`config.mk`:
```
export PLATFORM = sky130hd
export DESIGN_NAME = axis_stall_detector
export DESIGN_NICKNAME = d
export VERILOG_FILES = /design/src/rtl/axis_stall_detector.sv
export SDC_FILE = /design/constraint.sdc
export NUM_CORES = 2
export LEC_CHECK = 0
export BUFFER_PORTS_ARGS = -buffer_cell sky130_fd_sc_hd__buf_2
export CELL_PAD_IN_SITES_DETAIL_PLACEMENT = 1
export CELL_PAD_IN_SITES_GLOBAL_PLACEMENT = 1
export CORE_ASPECT_RATIO = 1.25
export CORE_MARGIN = 2
export CORE_UTILIZATION = 53
export CTS_CLUSTER_SIZE = 20
export DETAILED_ROUTE_END_ITERATION = 12
export GPL_TIMING_DRIVEN = 0
export PLACE_DENSITY_LB_ADDON = 0.3
export REMOVE_ABC_BUFFERS = 1
export SETUP_SLACK_MARGIN = 0.4
export SLEW_MARGIN = 20
export SYNTH_ARGS = -nofsm -noshare
export SYNTH_HDL_FRONTEND = slang
export SYNTH_SLANG_ARGS = --single-unit
```
`constraint.sdc`:
```
create_clock -name clock -period 81 [get_ports clock]
set_input_delay 4.05 -clock clock [delete_from_list [all_inputs] [get_ports clock]]
set_output_delay 4.05 -clock clock [all_outputs]
set_load 0.02 [all_outputs]
```
`src/rtl/axis_stall_detector.sv`:
```
// Per-channel AXI-Stream stall detector: flags each channel stalled for THRESH
// consecutive cycles and records the first channel to block plus the peak stall length.
module axis_stall_detector #(
  parameter int                NUM_CH   = 15,
  parameter int                THRESH   = 1024,
  parameter int                CNT_W    = 16,
  parameter logic [NUM_CH-1:0] DIR_MASK = {NUM_CH{1'b0}},
  parameter int                IDX_W    = 4
) (
  input  logic              clock,
  input  logic              reset,
  input  logic              enable,
  input  logic              clear,
  input  logic [NUM_CH-1:0] tvalid,
  input  logic [NUM_CH-1:0] tready,
  output logic [NUM_CH-1:0] axis_block_sigs,
  output logic              any_block,
  output logic              first_valid,
  output logic [IDX_W-1:0]  first_ch,
  output logic [CNT_W-1:0]  max_stall
);

  typedef enum logic [1:0] {
    ST_IDLE    = 2'd0,
    ST_COUNT   = 2'd1,
    ST_BLOCKED = 2'd2
  } state_e;

  localparam logic [CNT_W-1:0] CNT_ONE   = {{(CNT_W-1){1'b0}}, 1'b1};
  localparam logic [CNT_W-1:0] CNT_MAX   = {CNT_W{1'b1}};
  localparam logic [CNT_W-1:0] THRESH_C  = CNT_W'(THRESH);
  localparam logic [CNT_W-1:0] THRESH_M1 = CNT_W'(THRESH - 1);

  state_e             r_state      [NUM_CH];
  logic [CNT_W-1:0]   r_cnt        [NUM_CH];
  logic [NUM_CH-1:0]  r_block;
  logic               r_any;
  logic               r_first_valid;
  logic [IDX_W-1:0]   r_first_ch;
  logic [CNT_W-1:0]   r_max;

  state_e             w_state_next [NUM_CH];
  logic [CNT_W-1:0]   w_cnt_next   [NUM_CH];
  logic [NUM_CH-1:0]  w_stall;
  logic [NUM_CH-1:0]  w_hs;
  logic [NUM_CH-1:0]  w_blk_next;
  logic [NUM_CH-1:0]  w_enter;
  logic [CNT_W-1:0]   w_max_next;
  logic [IDX_W-1:0]   w_first_idx;

  // Producer-side channels stall on a full sink, consumer-side on an empty source.
  assign w_stall = (DIR_MASK & tvalid & ~tready) | (~DIR_MASK & tready & ~tvalid);
  assign w_hs    = tvalid & tready;

  // NOTE: every always_comb output gets a default first so no path can infer a latch.
  always_comb begin
    for (int i = 0; i < NUM_CH; i++) begin
      w_state_next[i] = r_state[i];
      w_cnt_next[i]   = r_cnt[i];
      if (!enable) begin
        w_state_next[i] = ST_IDLE;
        w_cnt_next[i]   = '0;
      end else begin
        unique case (r_state[i])
          ST_IDLE: begin
            if (w_stall[i]) begin
              w_state_next[i] = (THRESH == 1) ? ST_BLOCKED : ST_COUNT;
              w_cnt_next[i]   = CNT_ONE;
            end else begin
              w_cnt_next[i]   = '0;
            end
          end
          ST_COUNT: begin
            if (w_hs[i] || !w_stall[i]) begin
              w_state_next[i] = ST_IDLE;
              w_cnt_next[i]   = '0;
            end else if (r_cnt[i] == THRESH_M1) begin
              w_state_next[i] = ST_BLOCKED;
              w_cnt_next[i]   = THRESH_C;
            end else begin
              w_cnt_next[i]   = r_cnt[i] + CNT_ONE;
            end
          end
          ST_BLOCKED: begin
            if (w_hs[i] || !w_stall[i]) begin
              w_state_next[i] = ST_IDLE;
              w_cnt_next[i]   = '0;
            end else if (r_cnt[i] != CNT_MAX) begin
              w_cnt_next[i]   = r_cnt[i] + CNT_ONE;
            end
          end
          default: begin
            w_state_next[i] = ST_IDLE;
            w_cnt_next[i]   = '0;
          end
        endcase
      end
    end
  end

  always_comb begin
    w_max_next  = r_max;
    w_first_idx = '0;
    for (int i = 0; i < NUM_CH; i++) begin
      w_blk_next[i] = (w_state_next[i] == ST_BLOCKED);
      w_enter[i]    = w_blk_next[i] && (r_state[i] != ST_BLOCKED);
      if (w_cnt_next[i] > w_max_next) w_max_next = w_cnt_next[i];
    end
    // Scanning downward leaves the lowest entering index as the winner.
    for (int i = NUM_CH - 1; i >= 0; i--) begin
      if (w_enter[i]) w_first_idx = IDX_W'(i);
    end
  end

  // NOTE: sequential state uses non-blocking assignments so every flop samples pre-edge values.
  // NOTE: the per-channel counter arrays are flops, not RAM, so they are reset with everything else.
  always_ff @(posedge clock or negedge reset) begin
    if (!reset) begin
      for (int i = 0; i < NUM_CH; i++) begin
        r_state[i] <= ST_IDLE;
        r_cnt[i]   <= '0;
      end
      r_block       <= '0;
      r_any         <= 1'b0;
      r_first_valid <= 1'b0;
      r_first_ch    <= '0;
      r_max         <= '0;
    end else if (clear) begin
      for (int i = 0; i < NUM_CH; i++) begin
        r_state[i] <= ST_IDLE;
        r_cnt[i]   <= '0;
      end
      r_block       <= '0;
      r_any         <= 1'b0;
      r_first_valid <= 1'b0;
      r_first_ch    <= '0;
      r_max         <= '0;
    end else begin
      for (int i = 0; i < NUM_CH; i++) begin
        r_state[i] <= w_state_next[i];
        r_cnt[i]   <= w_cnt_next[i];
      end
      r_block <= w_blk_next;
      r_any   <= |w_blk_next;
      r_max   <= w_max_next;
      if (!r_first_valid && (|w_enter)) begin
        r_first_valid <= 1'b1;
        r_first_ch    <= w_first_idx;
      end
    end
  end

  assign axis_block_sigs = r_block;
  assign any_block       = r_any;
  assign first_valid     = r_first_valid;
  assign first_ch        = r_first_ch;
  assign max_stall       = r_max;

endmodule

```
* After elaboration in Yosys (flattened, before gate mapping)
Index checks and enable logic that the tools add are counted.
Storage, ports and cells: bits in latches 0, memory bits (writable) 0, memories kept 0, output and inout bits 37, ROM bits 0, register bits 307
Operators by class: shift operators 0, $add $sub $neg 15, $mul 0, divide/modulo/power cells 0, bitwise gates (word level) 3, $lt $le $gt $ge 15, mux-type cells 234, reduce and logical (&&, ||, !) cells 65, eq/ne operators 90
Operator list (number):
- $mux W16 | 91
- $pmux W16 S3 | 15
- $add A16 B1 Y16 const B | 15
- $eq A16 B10 Y1 const B | 15
- $gt A16 B16 Y1 | 15
- $mux W240 | 1
- $ne A16 B16 Y1 const B | 15
- $mux W2 | 75
- $pmux W2 S3 | 15
- $mux W4 | 17
- $eq A2 B2 Y1 const B | 30
- $and A15 B15 Y15 | 2
- $eq A2 B1 Y1 const B | 15
- $logic_not A2 Y1 | 15
- $mux W30 | 1
- $ne A2 B2 Y1 const B | 15
- $reduce_or A15 Y1 | 2
- $mux W1 | 18
- $logic_and A1 B1 Y1 | 16
- $logic_not A1 Y1 | 16
- $logic_or A1 B1 Y1 | 15
- $mux W15 | 1
- $not A15 Y15 | 1
- $reduce_bool A2 Y1 | 1

* Longest topological paths before layout
depth after elaboration 38, depth in mapped cells 213, gate-level depth less buffers 195

* Worst setup path before layout
Ideal clock, no wire load.
path type in2reg, from input port enable, to register r_max[10] (netlist: max_stall[10]), buffers on the path 21, data arrival time 39269 ps, stages 198, setup time 130 ps, setup slack 41600 ps, required time 80870 ps, path through nand2_1 -> nor2_1 -> nand2_2 -> buf_1 -> a311oi_1 -> ha_1 -> nand4_1 -> inv_1 -> a221oi_1 -> o221ai_1 -> nand2_1 -> clkbuf_1 -> clkbuf_1 -> mux2i_1 -> ha_1 -> a21oi_1 -> o21ai_0 -> a221oi_1 -> [162 not listed] -> nand2_1 -> clkbuf_1 -> mux2_2 -> ha_1 -> nand3_1 -> o22ai_1 -> o21a_1 -> o21a_1 -> o21ai_0 -> nand2b_1 -> a21oi_1 -> o221ai_1 -> o41a_1 -> clkbuf_1 -> nor2_1 -> nand2_1 -> clkbuf_1 -> o21ai_1
On the way: longest elaborated chain between the ends 32, elaborated cells between the ends (all ways) 46
Ends and longest elaborated chain:
- from (decl) | RTL line 12 | input logic enable,
- $mux W16 | RTL line 60 | if (!enable) begin
- $gt A16 B16 Y1 | RTL line 107 | if (w_cnt_next[i] > w_max_next) w_max_next = w_cnt_next[i];
- $mux W16 | RTL line 107
- $gt A16 B16 Y1 | RTL line 107
- $mux W16 | RTL line 107
- $gt A16 B16 Y1 | RTL line 107
- $mux W16 | RTL line 107
- $gt A16 B16 Y1 | RTL line 107
- [16 not listed]
- $mux W16 | RTL line 107
- $gt A16 B16 Y1 | RTL line 107
- $mux W16 | RTL line 107
- $gt A16 B16 Y1 | RTL line 107
- $mux W16 | RTL line 107
- $gt A16 B16 Y1 | RTL line 107
- $mux W16 (*) | RTL line 107
- $mux W16 (*) | RTL line 128 | end else if (clear) begin
- to (signal assigned) | RTL line 145 | r_max <= w_max_next;
- to (decl) | RTL line 40 | logic [CNT_W-1:0] r_max;
Mark *: on every way between the ends. The rest lies on a longest branch, timed or not. A chain may end at the register's enable or synchronous reset.

* Worst setup path after layout
from input port enable, to register r_max[13] (netlist: max_stall[13])
The elaborated chain is that of the path after synthesis.

==> flow_summary.yaml <==
synth:
  synth_cell_type_count: 95
  ys_seq_elements: 307
  syn_avg_cell_area_sq_um: 8.28
  synth_warnings: 0
  netlist_area_sq_um: 26500
  synthArstFlopShare: 1.00
  seq_area_frac_synth: 0.290
  synth_enable_flop_cells: 0
  syn_inst: 3204
  yosys_most_used_dff: "dfrtp_1"
clocking:
  clkTransAtPathRegs_ns: 0.06
  clock-sinks: 307
  clockBufferDepth: 3
  htreeDepth: 2
  holdBufCountCts: 0
  cts_resized: 0
  cts_tree: "yes"
  postCtsSetupRepairBufs: 0
  cts_root_buffer: "clkbuf_16"
  clkLatencyLatePin_ns: 0.58
  cts_buffers: 37
timing:
  fin_skew_ns: 0.0263
  tightestPinTransition_ns: 1.19
  worst_slack_ns: 32.05
  rsz0062_at_grt: "no"
  fin_setup_tns_ns: 0
  final.period_utilization: 0.604
  period_needed_ns: 48.95
  slew_violations: 0
  fmaxAchievable_mhz: 20.4
  finalHoldViolCount: 0
  relSlewSlack: 0.199
  setup_viol_count_final: 0
floorplanning:
  fp.coreArea_sq_um: 49400
  fp.dieW_microns: 204
  die-area_sq_um: 51900
  start_util: 0.537
  die_y_microns: 254
  rows: 91
  ios: 71
route:
  drcViolationCount: 0
  routed_wl_microns: 86600
  ant_nets: 0
  wire_per_inst_microns: 22.3
  dr.pass1.iters: 7
  drt_iter0_drc: 1536
  dr_total_vias: 25178
  vias_per_cell: 6.47
layout:
  syn_to_final_growth_pct: 8.20
  fin_util: 0.581
  antennaDiodeCount: 0
  drive_gt1_frac: 0.0898
  nNetsFinal: 3493
placement:
  pre_cts_ws_ns: 31.96
  gp_congestion: 0.913
  dp_hpwl_microns: 66700
  port_buffers: 70
setup_path:
  path_common_cell: "a21oi_1"
  cp_slowest_cell: "o41a_1"
  crit_path_start_kind: "input port"
  worstPathArrival_ns: 49.33
  crit_fanout: 42
  crit_type: "in -> reg"
  critPathMaxStageDelay_ns: 0.92
  end_kind: "flop"
  reg2reg_slack_ns: 34.51
  required_ns: 81.37
status:
  status: "complete, no violations"
grt:
  antenna_found_initial: 1
  grt_overflow: 0
  grt_usage: 0.336
  grt_max_degree: 118
  grt_pass1_wl_microns: 140000
  grt_pass1_vias: 27013
flow_run:
  maxCapViolations: 0
hold_path:
  hp-class: "reg -> reg"
layout by cell type (no fill, tap or decap), types with 105 or more instances in the layout:
cell       n
a21o_1   105
a21oi_1  252
and3_1   120
dfrtp_1  307
ha_1     244
inv_1    231
nand2_1  206
nand3_1  110
nor2_1   354
nor2b_1  112
o21ai_0  135
critical path: cells and delay by family:
family / cells / cell delay, ns
muxes: 13 / 5.65
and+or+nand+nor: 49 / 11.15
adders and majority gates: 15 / 4.86
AOI/OAI and AO/OA: 99 / 22.45
buffers and inverters: 6 / 1.07
cell families after synthesis:
| family | share of synthesized area |
|---|---|
| muxes | 0.0745 |
| adders and majority gates | 0.115 |
| DFF | 0.290 |
| AOI/OAI and AO/OA | 0.208 |
| buffers and inverters | 0.0496 |
| and+or+nand+nor | 0.235 |
| xor gates and xnor gates | 0.0281 |
per-layer routing:
| metal | vias up | part of all wire | GRT usage |
|---|---|---|---|
| met4 | 0 | 0.064 | 0.202 |
| met5 | - | 0 | 0 |
| met2 | 627 | 0.50 | 0.601 |
| met1 | 12610 | 0.40 | 0.388 |
| li1 | 11681 | - | - |
| met3 | 260 | 0.037 | 0.0314 |
synthesized netlist by cell type, types with 8 or more instances:
cell	n	area [sq um]
o221ai_1	12	105
a311o_1	50	500
o21a_1	30	225
nor3_1	48	240
and4_1	14	123
a211oi_1	17	128
nand2_1	207	777
nor2_1	355	1330
ha_1	244	3050
buf_2	11	55.1
a21o_1	105	788
and2_1	20	125
nand2b_1	64	400
nor4_1	24	150
a311oi_1	45	394
a31oi_1	16	100
clkbuf_1	87	327
a41oi_1	8	70.1
and3_1	120	751
inv_1	231	867
nand3_1	110	551
or2_2	16	100
mux2i_1	80	801
mux2_2	85	957
o22ai_1	20	125
xor2_1	47	412
nand4_1	71	444
o21ai_0	139	696
xnor2_1	38	333
o211ai_1	14	105
nor3b_1	15	113
mux2_4	12	180
a21oi_1	252	1260
dfrtp_1	307	7680
nor2b_1	112	701
or3_1	15	93.8
o21ai_1	21	105
a2111oi_0	15	131
cell type report:
cell class / count / area (sq um)
fill: 5975 / 20700
multi-input combinational: 2557 / 17600
sequential: 307 / 7680
clock buffer: 55 / 1110
inverter: 231 / 867
tap: 651 / 815
timing repair buffer: 81 / 557
clock inverter: 8 / 68.8
per-stage QoR:
stage	hold slack (ns)	instance area, sq um	std cells
2_1_floorplan	0.453	26100	3095
3_3_place_gp	0.477	27200	3816
3_5_place_dp	0.496	27500	3827
4_1_cts	0.505	28700	3890
5_1_grt	0.548	28700	3890
6_report	0.495	28700	3890
sequential cells by signal (all words and copies together), names as in the netlist:
signal           count
any_block            1
axis_block_sigs     15
first_ch             4
first_valid          1
max_stall           16
r_cnt              240
r_state             30
path summary, 6_finish.rpt:
kind / start / endpoint / cells past startpoint
worst max-delay path: enable / max_stall[13] / 182
worst min-delay path: r_state[7] / r_state[6] / 1
worst max register to register: r_cnt[224] / max_stall[13] / 185
worst min register to register: r_state[7] / r_state[6] / 1
max in group asynchronous: reset / r_cnt[106] / 3
min in group asynchronous: reset / r_cnt[214] / 1
Power is left out: the tool's default activity adds up to more than one toggle a clock period on the data nets, which glitch-free logic cannot reach.
